===== config.mk =====
export PLATFORM = sky130hd
export DESIGN_NAME = accum_block_looper
export DESIGN_NICKNAME = d
export VERILOG_FILES = /design/src/rtl/accum_block_looper.sv
export SDC_FILE = /design/constraint.sdc
export NUM_CORES = 1
export LEC_CHECK = 0
export CAP_MARGIN = 15
export CORE_ASPECT_RATIO = 0.9
export CORE_MARGIN = 3
export CORE_UTILIZATION = 40
export CTS_CLUSTER_DIAMETER = 150
export DETAILED_ROUTE_END_ITERATION = 8
export SLEW_MARGIN = 30
export SYNTH_ARGS = -nofsm -noshare
export SYNTH_HDL_FRONTEND = slang
export SYNTH_SLANG_ARGS = --single-unit
export TNS_END_PERCENT = 1

===== constraint.sdc =====
create_clock -name i_clk -period 11.3 [get_ports i_clk]
set_clock_uncertainty 0.2 [all_clocks]
set_input_delay 2.26 -clock i_clk [delete_from_list [all_inputs] [get_ports i_clk]]
set_output_delay 2.26 -clock i_clk [all_outputs]
set_load 0.03 [all_outputs]

===== src/rtl/accum_block_looper.sv =====
// Source-side sequencer for the accumulation warp looper: walks every block
// offset of a block grid and, per block, every accumulation offset, one word per handshake.
module accum_block_looper #(
   parameter int unsigned WBW   = 16,
   parameter int unsigned VDIM  = 2,
   parameter int unsigned N_CFG = 4,
   localparam int unsigned NCFG_BW = $clog2(N_CFG + 1)
) (
   input  logic                          i_clk,
   input  logic                          i_rst,
   input  logic                          cfg_rdy,
   output logic                          cfg_ack,
   input  logic [VDIM-1:0][WBW-1:0]      i_bgrid_end,
   input  logic [VDIM-1:0][WBW-1:0]      i_bgrid_step,
   input  logic [VDIM-1:0][WBW-1:0]      i_abeg,
   input  logic [VDIM-1:0][WBW-1:0]      i_aend,
   input  logic [VDIM-1:0][WBW-1:0]      i_astep,
   input  logic [NCFG_BW-1:0]            i_id_beg,
   input  logic [NCFG_BW-1:0]            i_id_end,
   input  logic [NCFG_BW-1:0]            i_id_ret,
   output logic                          dst_rdy,
   input  logic                          dst_ack,
   output logic [VDIM-1:0][WBW-1:0]      o_bofs,
   output logic [VDIM-1:0][WBW-1:0]      o_aofs,
   output logic [VDIM-1:0][WBW-1:0]      o_alofs,
   output logic                          o_islast,
   output logic [NCFG_BW-1:0]            o_id_beg,
   output logic [NCFG_BW-1:0]            o_id_end,
   output logic [NCFG_BW-1:0]            o_id_ret
);

   typedef enum logic {IDLE, RUN} state_t;

   state_t state, state_nxt;

   logic [VDIM-1:0][WBW-1:0] bend, bstep, abeg, aend, astep;
   logic [VDIM-1:0][WBW-1:0] bend_nxt, bstep_nxt, abeg_nxt, aend_nxt, astep_nxt;
   logic [VDIM-1:0][WBW-1:0] bofs_nxt, aofs_nxt, alofs_nxt;
   logic [NCFG_BW-1:0]       id_beg_nxt, id_end_nxt, id_ret_nxt;

   logic [VDIM-1:0][WBW:0]   a_sum, b_sum;
   logic [VDIM-1:0]          a_wrap, b_wrap;
   logic                     cfg_empty;
   logic                     carry;

   // One-bit-wider sums so a stride never wraps silently past the bound
   always_comb begin
      for (int d = 0; d < VDIM; d++) begin
         a_sum[d]  = {1'b0, o_aofs[d]} + {1'b0, astep[d]};
         b_sum[d]  = {1'b0, o_bofs[d]} + {1'b0, bstep[d]};
         a_wrap[d] = (a_sum[d] >= {1'b0, aend[d]});
         b_wrap[d] = (b_sum[d] >= {1'b0, bend[d]});
      end
   end

   always_comb begin
      cfg_empty = 1'b0;
      for (int d = 0; d < VDIM; d++) begin
         if ((i_bgrid_end[d] == '0) || (i_aend[d] <= i_abeg[d]))
            cfg_empty = 1'b1;
      end
   end

   assign o_islast = (state == RUN) && (&a_wrap) && (&b_wrap);

   // Next-state and datapath updates
   always_comb begin
      state_nxt  = state;
      cfg_ack    = 1'b0;
      bend_nxt   = bend;
      bstep_nxt  = bstep;
      abeg_nxt   = abeg;
      aend_nxt   = aend;
      astep_nxt  = astep;
      bofs_nxt   = o_bofs;
      aofs_nxt   = o_aofs;
      alofs_nxt  = o_alofs;
      id_beg_nxt = o_id_beg;
      id_end_nxt = o_id_end;
      id_ret_nxt = o_id_ret;
      carry      = 1'b1;

      case (state)
         IDLE: begin
            cfg_ack = cfg_rdy;
            if (cfg_rdy) begin
               bend_nxt   = i_bgrid_end;
               bstep_nxt  = i_bgrid_step;
               abeg_nxt   = i_abeg;
               aend_nxt   = i_aend;
               astep_nxt  = i_astep;
               bofs_nxt   = '0;
               aofs_nxt   = i_abeg;
               alofs_nxt  = '0;
               id_beg_nxt = i_id_beg;
               id_end_nxt = i_id_end;
               id_ret_nxt = i_id_ret;
               state_nxt  = cfg_empty ? IDLE : RUN;
            end
         end
         RUN: begin
            if (dst_ack) begin
               if (o_islast) begin
                  state_nxt = IDLE;
               end else begin
                  // Accumulation is the inner loop; highest dim steps fastest
                  for (int d = VDIM - 1; d >= 0; d--) begin
                     if (carry) begin
                        if (a_wrap[d]) begin
                           aofs_nxt[d]  = abeg[d];
                           alofs_nxt[d] = '0;
                        end else begin
                           aofs_nxt[d]  = a_sum[d][WBW-1:0];
                           alofs_nxt[d] = o_alofs[d] + astep[d];
                           carry        = 1'b0;
                        end
                     end
                  end
                  for (int d = VDIM - 1; d >= 0; d--) begin
                     if (carry) begin
                        if (b_wrap[d]) begin
                           bofs_nxt[d] = '0;
                        end else begin
                           bofs_nxt[d] = b_sum[d][WBW-1:0];
                           carry       = 1'b0;
                        end
                     end
                  end
               end
            end
         end
         default: state_nxt = IDLE;
      endcase
   end

   always_ff @(posedge i_clk or posedge i_rst) begin
      if (i_rst) begin
         state <= IDLE;
      end else begin
         state <= state_nxt;
      end
   end

   always_ff @(posedge i_clk or posedge i_rst) begin
      if (i_rst) begin
         dst_rdy  <= 1'b0;
         bend     <= '0;
         bstep    <= '0;
         abeg     <= '0;
         aend     <= '0;
         astep    <= '0;
         o_bofs   <= '0;
         o_aofs   <= '0;
         o_alofs  <= '0;
         o_id_beg <= '0;
         o_id_end <= '0;
         o_id_ret <= '0;
      end else begin
         dst_rdy  <= (state_nxt == RUN);
         bend     <= bend_nxt;
         bstep    <= bstep_nxt;
         abeg     <= abeg_nxt;
         aend     <= aend_nxt;
         astep    <= astep_nxt;
         o_bofs   <= bofs_nxt;
         o_aofs   <= aofs_nxt;
         o_alofs  <= alofs_nxt;
         o_id_beg <= id_beg_nxt;
         o_id_end <= id_end_nxt;
         o_id_ret <= id_ret_nxt;
      end
   end

endmodule

==> impl_metrics.sql <==
INSERT INTO impl_metrics (metric_group, metric, value, unit) VALUES
('global_route', 'grt_pass1_wl', '78000', 'µm'),
('cells_and_area', 'fillers', '3973', ''),
('timing', 'finalHoldViolations', '0', ''),
('floorplanning', 'io_pins', '281', ''),
('setup_path', 'timing.rr.start', 'astep[1]', ''),
('cts', 'tritoncts', 'yes', ''),
('synthesis', 'synth_area', '17500', 'µm²'),
('cts', 'cts_max_level', '2', ''),
('cts', 'clock_path_buffers', '3', ''),
('setup_path', 'cpMostUsedCell', 'sky130_fd_sc_hd__nand3_1', ''),
('detailed_routing', 'remaining_number_of_nets_flagged_by_the_antenna_check_after_routing', '0', ''),
('floorplanning', 'design.die.area', '46300', 'µm²'),
('floorplanning', 'overall_die_height', '204', 'µm'),
('placement', 'buffer_ports.inserted', '280', ''),
('setup_path', 'regToRegEndpoint', 'o_bofs[17]', ''),
('run', 'drv.max_cap_violation_count', '0', ''),
('placement', 'finalWeightedCongestion', '0.893', ''),
('synthesis', 'ys_dominant_reg_cell', 'sky130_fd_sc_hd__dfrtp_1', ''),
('setup_path', 'worst-endpoint-arrival', '5.47', 'ns'),
('timing', 'max_slew.worst_pin.slew', '0.950', 'ns'),
('setup_path', 'largest_fanout_on_the_critical_path', '5', ''),
('setup_path', 'criticalPathCategory', 'flip-flop to output port', ''),
('global_route', 'first_global_vias', '14400', ''),
('floorplanning', 'fp-row-count', '72', ''),
('synthesis', 'number_of_enable_flip_flop_cells_after_synthesis', '0', ''),
('timing', 'max_slew_margin', '36.7', '%'),
('timing', 'unrepaired_setup_endpoints_after_global_routing', 'false', ''),
('detailed_routing', 'route.detailed.drc', '0', ''),
('status', 'outcome', 'finished, final reports clean', ''),
('cts', 'cts.repair_timing.setup_buffer_count', '0', ''),
('cts', 'worstSkewPairLatency', '0.53', 'ns'),
('global_route', 'overflow', '0', ''),
('worst_hold_path', 'min_to', 'abeg[25]', ''),
('timing', 'report.final.slew_viol_count', '0', ''),
('synthesis', 'yosys_register_bits', '266', ''),
('setup_path', 'ff2ff_setup_slack', '5.66', 'ns'),
('setup_path', 'critical_path_buf_inv_count', '1', ''),
('setup_path', 'worst_path_largest_cell_delay', '0.74', 'ns'),
('synthesis', 'ys_async_sr_fraction', '100', '%'),
('cts', 'worst_setup_hold_path_clk_slew', '0.05', 'ns'),
('synthesis', 'yosysSeqAreaShare', '38.1', '%'),
('setup_path', 'crit_slowest_cell', 'sky130_fd_sc_hd__clkdlybuf4s50_1', ''),
('synthesis', 'postSynthAreaPerCell', '9.66', 'µm²'),
('cts', 'cts_buffers', '34', ''),
('detailed_routing', 'num_vias', '14300', ''),
('global_route', 'grt_use_total', '21.2', '%'),
('cells_and_area', 'mostFrequentLayoutCell', 'sky130_fd_sc_hd__clkdlybuf4s50_1', ''),
('timing', 'max_freq', '126', 'MHz'),
('setup_path', 'worst_r2r_path_cells', '20', ''),
('global_route', 'grt_antenna_before_repair', '8', ''),
('placement', 'dp_hpwl', '37100', 'µm'),
('worst_hold_path', 'timing.hold.worst.start', 'abeg[25]', ''),
('synthesis', 'yosys_warnings', '0', ''),
('worst_hold_path', 'timing.hold.worst.class', 'flip-flop to flip-flop', ''),
('cts', 'postCtsHoldBufs', '0', ''),
('detailed_routing', 'route.detailed.vias_per_inst', '5.39', ''),
('setup_path', 'data_required_time_of_the_critical_path', '8.84', 'ns'),
('detailed_routing', 'first_pass_detailed_route_iteration_total', '5', ''),
('setup_path', 'critical_path.endpoint_type', 'output port', ''),
('timing', 'post_route_minimum_period', '7.93', 'ns'),
('floorplanning', 'initial_utilization', '40.6', '%'),
('setup_path', 'cp-start-kind', 'flip-flop', ''),
('timing', 'total_of_endpoints_with_negative_setup_slack_in_the_final_report', '0', ''),
('cells_and_area', 'final_cell_count_no_fill', '2660', ''),
('synthesis', 'synth_fp_nets', '2179', ''),
('synthesis', 'synth_cells', '1810', ''),
('cts', 'cts-root-buf', 'sky130_fd_sc_hd__clkbuf_16', ''),
('floorplanning', 'design.core.area', '43100', 'µm²'),
('detailed_routing', 'wl', '49200', 'µm'),
('global_route', 'grt_max_degree', '154', ''),
('setup_path', 'cp_top_family', 'compound AO/OA/AOI/OAI gates', '');
## how the worst max path moves through the flow
stage          cells after the start  slack [ns]  endpoint     start
2_1_floorplan                      1        1.51   abeg[0]     i_rst
5_1_grt                           17        3.06  o_islast  astep[1]
6_report                          17        3.37  o_islast  astep[1]
3_3_place_gp                      17        4.00  o_islast  astep[1]
3_5_place_dp                      17        3.91  o_islast  astep[1]
4_1_cts                           17        3.33  o_islast  astep[1]
## state kept, by name, indices dropped and copies added (netlist names)
signal    cells
abeg         32
o_id_end      3
bend         32
o_alofs      32
bstep        32
o_bofs       32
o_id_beg      3
o_id_ret      3
o_aofs       32
dst_rdy       1
astep        32
aend         32
## layer usage
layer,vias up,part of all wire [%],track usage [%]
li1,7044,-,-
met1,6883,45,28.0
met2,317,46,34.7
met3,72,6.3,5.14
met4,12,2.2,5.79
met5,-,0.17,0
## cell usage after synthesis (all sizes together) (41+ instances only)
library cell	number	area [µm²]
nand2	156	586
xnor2	42	368
a21oi	89	449
mux2	149	1680
nor2	86	323
o21ai	135	676
clkbuf	53	199
inv	155	582
ha	190	2380
nand3	41	205
dfrtp	266	6660
a21o	47	353
## cell type report
cell class / instances / area, µm² / share of cell area, %
antenna: 3 / 7.51 / 0.0340
clock buffer: 49 / 1020 / 4.61
clock inverter: 12 / 145 / 0.657
inverter: 155 / 589 / 2.67
multi-input combinational: 1327 / 10100 / 45.5
sequential: 266 / 6660 / 30.1
tap: 555 / 694 / 3.14
timing repair buffer: 293 / 2940 / 13.3
## per-stage QoR
step	area, µm²	setup WS [ns]	hold WS [ns]	util (%)
2_1_floorplan	17500	1.51	0.272	-
3_5_place_dp	20900	3.91	0.296	48.6
4_1_cts	22100	3.33	0.308	51.3
6_report	22100	3.37	0.304	51.3
5_1_grt	22100	3.06	0.315	51.3
3_3_place_gp	20900	4.00	0.287	48.5
## cell families (layout without fill, tap and decap cells)
group	after synthesis	in the layout	share of synthesized area [%]
and+or+nand+nor	446	446	12.1
AOI/OAI and AO/OA	432	432	15.8
DFF	266	266	38.1
buffers and inverters	217	509	4.69
adders and majority gates	196	196	14.3
muxes	182	182	11.5
xor gates and xnor gates	71	71	3.56
other	0	3	0
Power is left out: the tool's default activity adds up to more than one toggle a clock period on the data nets, which glitch-free logic cannot reach.
